[src/rtl/cpu_pkg.sv]
// Shared definitions for the control sequencer, ALU and datapath:
// opcodes, ALU operation encodings, sequencer states and instruction fields.
package cpu_pkg;

    localparam logic [7:0] OP_LOADI = 8'h00;
    localparam logic [7:0] OP_MOV   = 8'h01;
    localparam logic [7:0] OP_ADD   = 8'h02;
    localparam logic [7:0] OP_SUB   = 8'h03;
    localparam logic [7:0] OP_AND   = 8'h04;
    localparam logic [7:0] OP_OR    = 8'h05;
    localparam logic [7:0] OP_J     = 8'h06;
    localparam logic [7:0] OP_BEQ   = 8'h07;

    localparam logic [2:0] ALUOP_FWD = 3'b000;
    localparam logic [2:0] ALUOP_ADD = 3'b001;
    localparam logic [2:0] ALUOP_OR  = 3'b010;
    localparam logic [2:0] ALUOP_AND = 3'b011;

    typedef enum logic [1:0] {
        S_FETCH = 2'd0,
        S_EXEC  = 2'd1,
        S_WB    = 2'd2
    } state_e;

    localparam int unsigned OPCODE_MSB = 31;
    localparam int unsigned OPCODE_LSB = 24;
    localparam int unsigned DEST_MSB   = 23;
    localparam int unsigned DEST_LSB   = 16;
    localparam int unsigned SRC1_MSB   = 15;
    localparam int unsigned SRC1_LSB   = 8;
    localparam int unsigned SRC2_MSB   = 7;
    localparam int unsigned SRC2_LSB   = 0;

    // Branch target: word offset relative to the following instruction, mod 2^32.
    function automatic logic [31:0] branch_target(input logic [31:0] pc,
                                                  input logic [7:0]  offset);
        branch_target = pc + 32'd4 + {{22{offset[7]}}, offset, 2'b00};
    endfunction

endpackage

[src/rtl/instruction_decoder.sv]
// Purely combinational opcode decode into ALU controls and instruction class flags.
module instruction_decoder
    import cpu_pkg::*;
(
    input  logic [7:0] opcode_i,
    output logic [2:0] alu_op_o,
    output logic       imm_sel_o,
    output logic       neg_sel_o,
    output logic       is_write_o,
    output logic       is_jump_o,
    output logic       is_beq_o,
    output logic       is_illegal_o
);

    // Opcode to control mapping; anything undefined is treated as illegal.
    always_comb begin
        alu_op_o     = ALUOP_FWD;
        imm_sel_o    = 1'b0;
        neg_sel_o    = 1'b0;
        is_write_o   = 1'b0;
        is_jump_o    = 1'b0;
        is_beq_o     = 1'b0;
        is_illegal_o = 1'b0;
        case (opcode_i)
            OP_LOADI: begin
                imm_sel_o  = 1'b1;
                is_write_o = 1'b1;
            end
            OP_MOV: begin
                is_write_o = 1'b1;
            end
            OP_ADD: begin
                alu_op_o   = ALUOP_ADD;
                is_write_o = 1'b1;
            end
            OP_SUB: begin
                alu_op_o   = ALUOP_ADD;
                neg_sel_o  = 1'b1;
                is_write_o = 1'b1;
            end
            OP_AND: begin
                alu_op_o   = ALUOP_AND;
                is_write_o = 1'b1;
            end
            OP_OR: begin
                alu_op_o   = ALUOP_OR;
                is_write_o = 1'b1;
            end
            OP_J: begin
                is_jump_o = 1'b1;
            end
            OP_BEQ: begin
                alu_op_o  = ALUOP_ADD;
                neg_sel_o = 1'b1;
                is_beq_o  = 1'b1;
            end
            default: begin
                is_illegal_o = 1'b1;
            end
        endcase
    end

endmodule

[src/rtl/cpu_control_unit.sv]
// Three-state fetch/execute/write-back sequencer driving the ALU and register file,
// holding the instruction register and program counter.
module cpu_control_unit
    import cpu_pkg::*;
(
    input  logic        CLK,
    input  logic        RESET,
    input  logic [31:0] INSTR,
    input  logic        INSTR_VALID,
    output logic        INSTR_READY,
    input  logic        COMPARATOR,
    output logic [2:0]  ALU_OP,
    output logic        IMM_SEL,
    output logic        NEG_SEL,
    output logic [7:0]  IMMEDIATE,
    output logic [2:0]  READ_ADDR1,
    output logic [2:0]  READ_ADDR2,
    output logic [2:0]  WRITE_ADDR,
    output logic        REG_WRITE,
    output logic [31:0] PC,
    output logic        ILLEGAL
);

    state_e      state_q, state_d;
    logic [31:0] ir_q, ir_d;
    logic [31:0] pc_q, pc_d;
    logic        ready_q, ready_d;
    logic        reg_write_q, reg_write_d;
    logic        illegal_q, illegal_d;

    logic        is_write_s;
    logic        is_jump_s;
    logic        is_beq_s;
    logic        is_illegal_s;
    logic [31:0] target_s;
    logic        unused_ir_bits_s;

    instruction_decoder u_decoder (
        .opcode_i     (ir_q[OPCODE_MSB:OPCODE_LSB]),
        .alu_op_o     (ALU_OP),
        .imm_sel_o    (IMM_SEL),
        .neg_sel_o    (NEG_SEL),
        .is_write_o   (is_write_s),
        .is_jump_o    (is_jump_s),
        .is_beq_o     (is_beq_s),
        .is_illegal_o (is_illegal_s)
    );

    assign target_s         = branch_target(pc_q, ir_q[DEST_MSB:DEST_LSB]);
    assign unused_ir_bits_s = ^ir_q[SRC1_MSB:SRC1_LSB+3];

    assign IMMEDIATE   = ir_q[SRC2_MSB:SRC2_LSB];
    assign READ_ADDR1  = ir_q[SRC1_LSB+2:SRC1_LSB];
    assign READ_ADDR2  = ir_q[SRC2_LSB+2:SRC2_LSB];
    assign WRITE_ADDR  = ir_q[DEST_LSB+2:DEST_LSB];
    assign INSTR_READY = ready_q;
    assign REG_WRITE   = reg_write_q;
    assign ILLEGAL     = illegal_q;
    assign PC          = pc_q;

    // Next-state logic; write/illegal pulses are staged in EXEC so they are registered in WB.
    always_comb begin
        state_d     = state_q;
        ir_d        = ir_q;
        pc_d        = pc_q;
        reg_write_d = 1'b0;
        illegal_d   = 1'b0;
        case (state_q)
            S_FETCH: begin
                if (INSTR_VALID) begin
                    ir_d    = INSTR;
                    state_d = S_EXEC;
                end else begin
                    state_d = S_FETCH;
                end
            end
            S_EXEC: begin
                state_d     = S_WB;
                reg_write_d = is_write_s;
                illegal_d   = is_illegal_s;
            end
            S_WB: begin
                state_d = S_FETCH;
                if (is_jump_s || (is_beq_s && COMPARATOR)) begin
                    pc_d = target_s;
                end else begin
                    pc_d = pc_q + 32'd4;
                end
            end
            default: begin
                state_d = S_FETCH;
            end
        endcase
        ready_d = (state_d == S_FETCH);
    end

    // State, instruction, PC and registered control outputs.
    always_ff @(posedge CLK or negedge RESET) begin
        if (!RESET) begin
            state_q     <= S_FETCH;
            ir_q        <= 32'h0000_0000;
            pc_q        <= 32'h0000_0000;
            ready_q     <= 1'b1;
            reg_write_q <= 1'b0;
            illegal_q   <= 1'b0;
        end else begin
            state_q     <= state_d;
            ir_q        <= ir_d;
            pc_q        <= pc_d;
            ready_q     <= ready_d;
            reg_write_q <= reg_write_d;
            illegal_q   <= illegal_d;
        end
    end

endmodule

[config.mk]
export PLATFORM = sky130hd
export DESIGN_NAME = cpu_control_unit
export DESIGN_NICKNAME = d
export VERILOG_FILES = /design/src/rtl/cpu_pkg.sv /design/src/rtl/instruction_decoder.sv /design/src/rtl/cpu_control_unit.sv
export SDC_FILE = /design/constraint.sdc
export NUM_CORES = 1
export LEC_CHECK = 0
export BUFFER_PORTS_ARGS = -buffer_cell sky130_fd_sc_hd__buf_2
export CORE_MARGIN = 2
export CORE_UTILIZATION = 52
export CTS_BUF_LIST = sky130_fd_sc_hd__clkbuf_16
export CTS_CLUSTER_DIAMETER = 30
export DETAILED_ROUTE_END_ITERATION = 8
export HOLD_SLACK_MARGIN = 0.08
export MAX_ROUTING_LAYER = met4
export PLACE_DENSITY = 0.78
export SETUP_SLACK_MARGIN = 0.2
export SLEW_MARGIN = 5
export SYNTH_ARGS = -nofsm -noshare
export SYNTH_HDL_FRONTEND = slang
export SYNTH_SLANG_ARGS = --single-unit
[constraint.sdc]
create_clock -name CLK -period 3.8 [get_ports CLK]
set_input_delay 0.19 -clock CLK [delete_from_list [all_inputs] [get_ports CLK]]
set_output_delay 0.19 -clock CLK [all_outputs]
set_load 0.01 [all_outputs]
# Word level (Yosys, flattened, before mapping)

Index checks and enable logic that the tools add are counted.

Logic and storage cells: 39
Flip-flop bits (word level): 69
Output and inout bits: 57
Bits of input ports: 36

Reductions and logical operators: 10
Multiplexer cells: 12
Add/subtract/negate cells: 2
Equality and inequality tests: 9

Operators with widths:

| cell                                           | count |
|---|---|
| adder 32 x 3 -> 32 bit (second input constant) | 1 |
| adder 32 bit                                   | 1 |
| == test 8 x 3 -> 1 bit (second input constant) | 4 |
| two-way mux 32 bit                             | 1 |
| == test 8 x 2 -> 1 bit (second input constant) | 2 |
| two-way mux 1 bit                              | 9 |
| == test 8 x 1 -> 1 bit (second input constant) | 1 |
| zero test 8 bit                                | 1 |
| OR reduction 8 bit                             | 1 |
| case mux 2 bit (3 select lines)                | 1 |
| OR reduction 6 bit                             | 1 |
| zero test 2 bit                                | 2 |
| case mux 2 bit (2 select lines)                | 1 |
| OR reduction 3 bit                             | 1 |
| == test 2 x 1 -> 1 bit (second input constant) | 1 |
| == test 2 bit (second input constant)          | 1 |
| AND reduction 2 bit                            | 1 |
| OR reduction 2 bit                             | 1 |
| logical AND 1 bit                              | 1 |
| logical OR 1 bit                               | 1 |

# Depth between registers and ports, before layout

Depth after elaboration: 5
Gate-level depth with buffers: 17

# By module

A second synthesis with hierarchy kept.

Cells, all modules: 635
Area, all modules: 5,445.2 µm²

By module, submodules not included:

| module              | cells each | times used | sequential area each (µm²) | area each (µm²) |
|---|---|---|---|---|
| cpu_control_unit    | 617        | 1          | 1,552.7                    | 5,327.6 |
| instruction_decoder | 18         | 1          | 0.0                        | 117.6 |

# Worst setup path before layout

Ideal clock, no wire load.

Path kind: flip-flop to flip-flop
Start: register pc_q[11] (netlist: PC[11])
End: register pc_q[31] (netlist: PC[31])
Slack: 0.148 ns
Stages on the path, launching flop included: 16
Buffers on the path: 1
Setup time: 0.128 ns
Data arrival time: 3.524 ns
Cells stage by stage: dfrtp_1 nand4_1 or3_4 nor3_2 and3_1 xor2_1 ha_1 clkbuf_1 a21oi_1 o21ai_0 a211oi_1 o21ai_0 a22o_1 o21ai_0 mux2i_1 o21ai_1

Longest elaborated chain between the ends: 3

Ends and longest elaborated chain:

| item                       | RTL line                              | source |
|---|---|---|
| from (decl)                | cpu_control_unit.sv:26                | `logic [31:0] pc_q, pc_d;` |
| from (signal assigned)     | cpu_control_unit.sv:109               | `pc_q <= pc_d;` |
| adder 32 x 3 -> 32 bit (*) | cpu_pkg.sv:37, cpu_control_unit.sv:87 |  |
| adder 32 bit               | cpu_pkg.sv:37                         | `branch_target = pc + 32'd4 + {{22{offset[7]}}, offset, 2'b00};` |
| two-way mux 32 bit (*)     | cpu_control_unit.sv:84                | `if (is_jump_s \|\| (is_beq_s && COMPARATOR)) begin` |

Every way passes the cells marked *; elsewhere a longest branch is shown, timed or not.
A chain may end at the register's enable or synchronous reset.

# Worst setup path in the final report

Start: register pc_q[11] (netlist: PC[11])
End: register pc_q[29] (netlist: PC[29])

The elaborated chain is that of the path after synthesis.

==> results.toml <==
[min_path]
hold_class = "in2reg"
hold_start = "INSTR[7]"
min_path_cells = 2

[synth]
synth_top_area_frac = 0.297
synthTopCellsByArea = "dfrtp_1 (30%), ha_1 (9.0%), mux2_2 (5.9%)"
syn_area_per_cell_um2 = 8.44
ys_types = 53
ys.flop_type = "dfrtp_1"
ys_seq_area_frac = 0.302
synthesis.area_um2 = 5140
ys_ff_latch = 62
yosysTopAreaCell = "dfrtp_1"
yosys_warnings = 0
synthArstFlopShare = 1.00
synth_edf_count = 0
synthCells = 609

[worst_setup_path]
crit_fanout = 5
critPathKind = "reg2reg"
slowest_stage = "or3_4"
crit_chain = "nand4_1 -> or3_4 -> nor3_4 -> buf_6 -> and3_1 -> xor2_1 -> ha_1 -> a21oi_2 -> buf_4 -> o21bai_1 -> a21oi_1 -> o31ai_1 -> a211oi_1 -> buf_4 -> o21ai_0 -> xnor2_1 -> o21ai_0"
path_buf_inv = 3
cp-start-kind = "flop"
ff2ff_path_depth = 17
crit_path_start = "PC[11]"
crit_path_end_kind = "flop"
crit_required_ns = 4.05
worstPathArrival_ns = 3.90
r2r_slack_ns = 0.15
r2r_start = "PC[11]"
crit_cells = 17
cp_top_family = "compound AO/OA/AOI/OAI gates"
cpPeakStageDelay_ns = 0.48

[power_and_ir_drop]
p_leak_uw = 0.00299
ir_drop_v = 0.000451
power_density_nw_per_um2 = 667

[drt]
drt-met1-wl_mm = 6.20
met3_wirelength_um = 971
vias_per_cell = 5.94
wl_per_cell_um = 17.5
routed_wl_mm = 15.3
drt_iter0_drc = 425
wl_met2_mm = 7.59
post-route-drc-count = 0
drtAntennaViolNets = 0
drtPass1Iterations = 4
vias = 5177
routed.top_layer = "met4"

[finish]
design_area_um2 = 6580
multiInputGateArea_um2 = 3520
mostFrequentLayoutCells = "buf_2 (84), buf_4 (66), dfrtp_1 (59)"
ff_latch_area_um2 = 1560
area_delta_synth_final_pct = 28.1
drive_gt1_frac = 0.343
n_antenna_cell = 0
nFillCells = 713
layout_commonest_cell = "buf_2"
layout.nets = 807
postLayoutCoreUtil = 0.680

[sta]
tightestPinTransition_ns = 0.820
max_slew_margin = 0.454
timing.final.crit_share = 0.962
drv_slew = 0
fin_crit_ns = 3.65
setup-violations-final = 0
rsz0062_at_grt = "yes"
setup_slack_ns = 0.146
fmax_ghz = 0.274
finalClockSkew_ns = 0.0104
hold_viol = 0

[floorplan]
rows = 36
die-area_um2 = 10700
core-area_um2 = 9680
die_h_um = 103
io-pin-count = 93
initial_core_util = 0.531
die_x_um = 103

[clock_tree]
cts_sinks = 62
root_buffer = "clkbuf_16"
clkLatencyLatePin_ns = 0.34
cts_max_level = 3
cts_buffers = 9
cts_buffer_depth = 2
cts_tree = "built"
clk_pin_slew_worst_paths_ns = 0.06

[placement]
dpl.hpwl_mm = 10.2
place_area_um2 = 5880
place_congestion = 1.01
dp_slack_ns = 0.00510
portBuffers = 84

[grt]
grt_pass1_vias = 4957
grt.total_usage = 0.288
grt_start_max_net_pins = 63
antenna_found_initial = 0
grt_pass1_wl_mm = 23.3
grt_overflow = 0

[run]
drv_cap = 0

[outcome]
status = "complete, no violations"
-- sequential cells by signal, indices dropped and copies added, names as in the netlist --
name and cells:
REG_WRITE 1, ILLEGAL 1, ir_q 27, state_q 2
INSTR_READY 1, PC 30
-- synthesized netlist by cell type (11+ instances only) --
library cell	n
buf_4	20
clkbuf_1	27
o21ai_0	47
nand4_1	15
inv_1	12
a21o_1	15
a21oi_1	58
xnor2_1	31
mux2_2	27
nand3_1	15
dfrtp_1	61
nor3_1	11
xor2_1	20
ha_1	37
nand2_1	58
nor2_1	43
and3_1	12
-- cell type report --
| class | instances | area share |
|---|---|---|
| timing repair buffer | 159 | 0.153 |
| multi-input combinational | 489 | 0.534 |
| tap | 133 | 0.0253 |
| clock inverter | 7 | 0.0101 |
| sequential | 62 | 0.236 |
| inverter | 12 | 0.00684 |
| clock buffer | 9 | 0.0342 |
-- per-layer routing --
layer	vias up	GRT usage
li1	2430	-
met5	-	-
met2	255	0.468
met3	43	0.0517
met4	0	0.139
met1	2449	0.347
-- worst reg2reg max path: stages (launching register included) --
cell      delay [ns]
dfrtp_1         0.36
nand4_1         0.16
or3_4           0.48
nor3_4          0.16
buf_6           0.15
and3_1          0.22
xor2_1          0.17
ha_1            0.31
a21oi_2         0.26
buf_4           0.17
o21bai_1        0.07
a21oi_1         0.15
o31ai_1         0.08
a211oi_1        0.21
buf_4           0.17
o21ai_0         0.10
xnor2_1         0.15
o21ai_0         0.20
-- logic make-up (layout without fill, tap and decap cells) --
| group | Yosys count | after routing | share of synthesized area |
|---|---|---|---|
| xor gates and xnor gates | 51 | 51 | 0.0869 |
| buffers and inverters | 60 | 187 | 0.0587 |
| and+or+nand+nor | 189 | 189 | 0.183 |
| AOI/OAI and AO/OA | 178 | 178 | 0.209 |
| adders and majority gates | 38 | 38 | 0.0940 |
| muxes | 30 | 30 | 0.0650 |
| DFF | 62 | 62 | 0.302 |
| other | 1 | 3 | 0.000730 |
-- through the flow --
step | power (uW) | hold WS (ns) | TNS [ns] | instances
floorplan | 2610 | -0.106 | 0 | 611
CTS | 4140 | 0.0803 | 0 | 857
detailed placement | 3270 | 0.396 | 0 | 831
global placement | 3180 | 0.397 | 0 | 831
finish | 4390 | 0.0829 | 0 | 871
global route | 4660 | 0.0846 | -0.0236 | 871
-- final timing paths --
kind                                  to
worst min-delay path             ir_q[7]
worst max register to register    PC[29]
worst min register to register  ir_q[29]
worst max-delay path              PC[29]
min in group asynchronous         PC[12]
max in group asynchronous          PC[5]
-- what timing repair did --
item | 4_1_cts | 5_1_grt
resized for setup | 9 | 51
setup endpoints to repair | 5 | 9
hold buffers | 7 | 0
hold endpoints to repair | 67 | 0
pin swaps | 9 | 28
setup buffers | 3 | 14
-- report_power, final --
| group | total [uW] | switching (uW) | internal, uW |
|---|---|---|---|
| registers | 997 | 170 | 826 |
| logic | 2560 | 1430 | 1130 |
| clock network | 834 | 331 | 503 |
| total | 4390 | 1930 | 2460 |
Note: power is estimated with default switching activity, not from simulation.
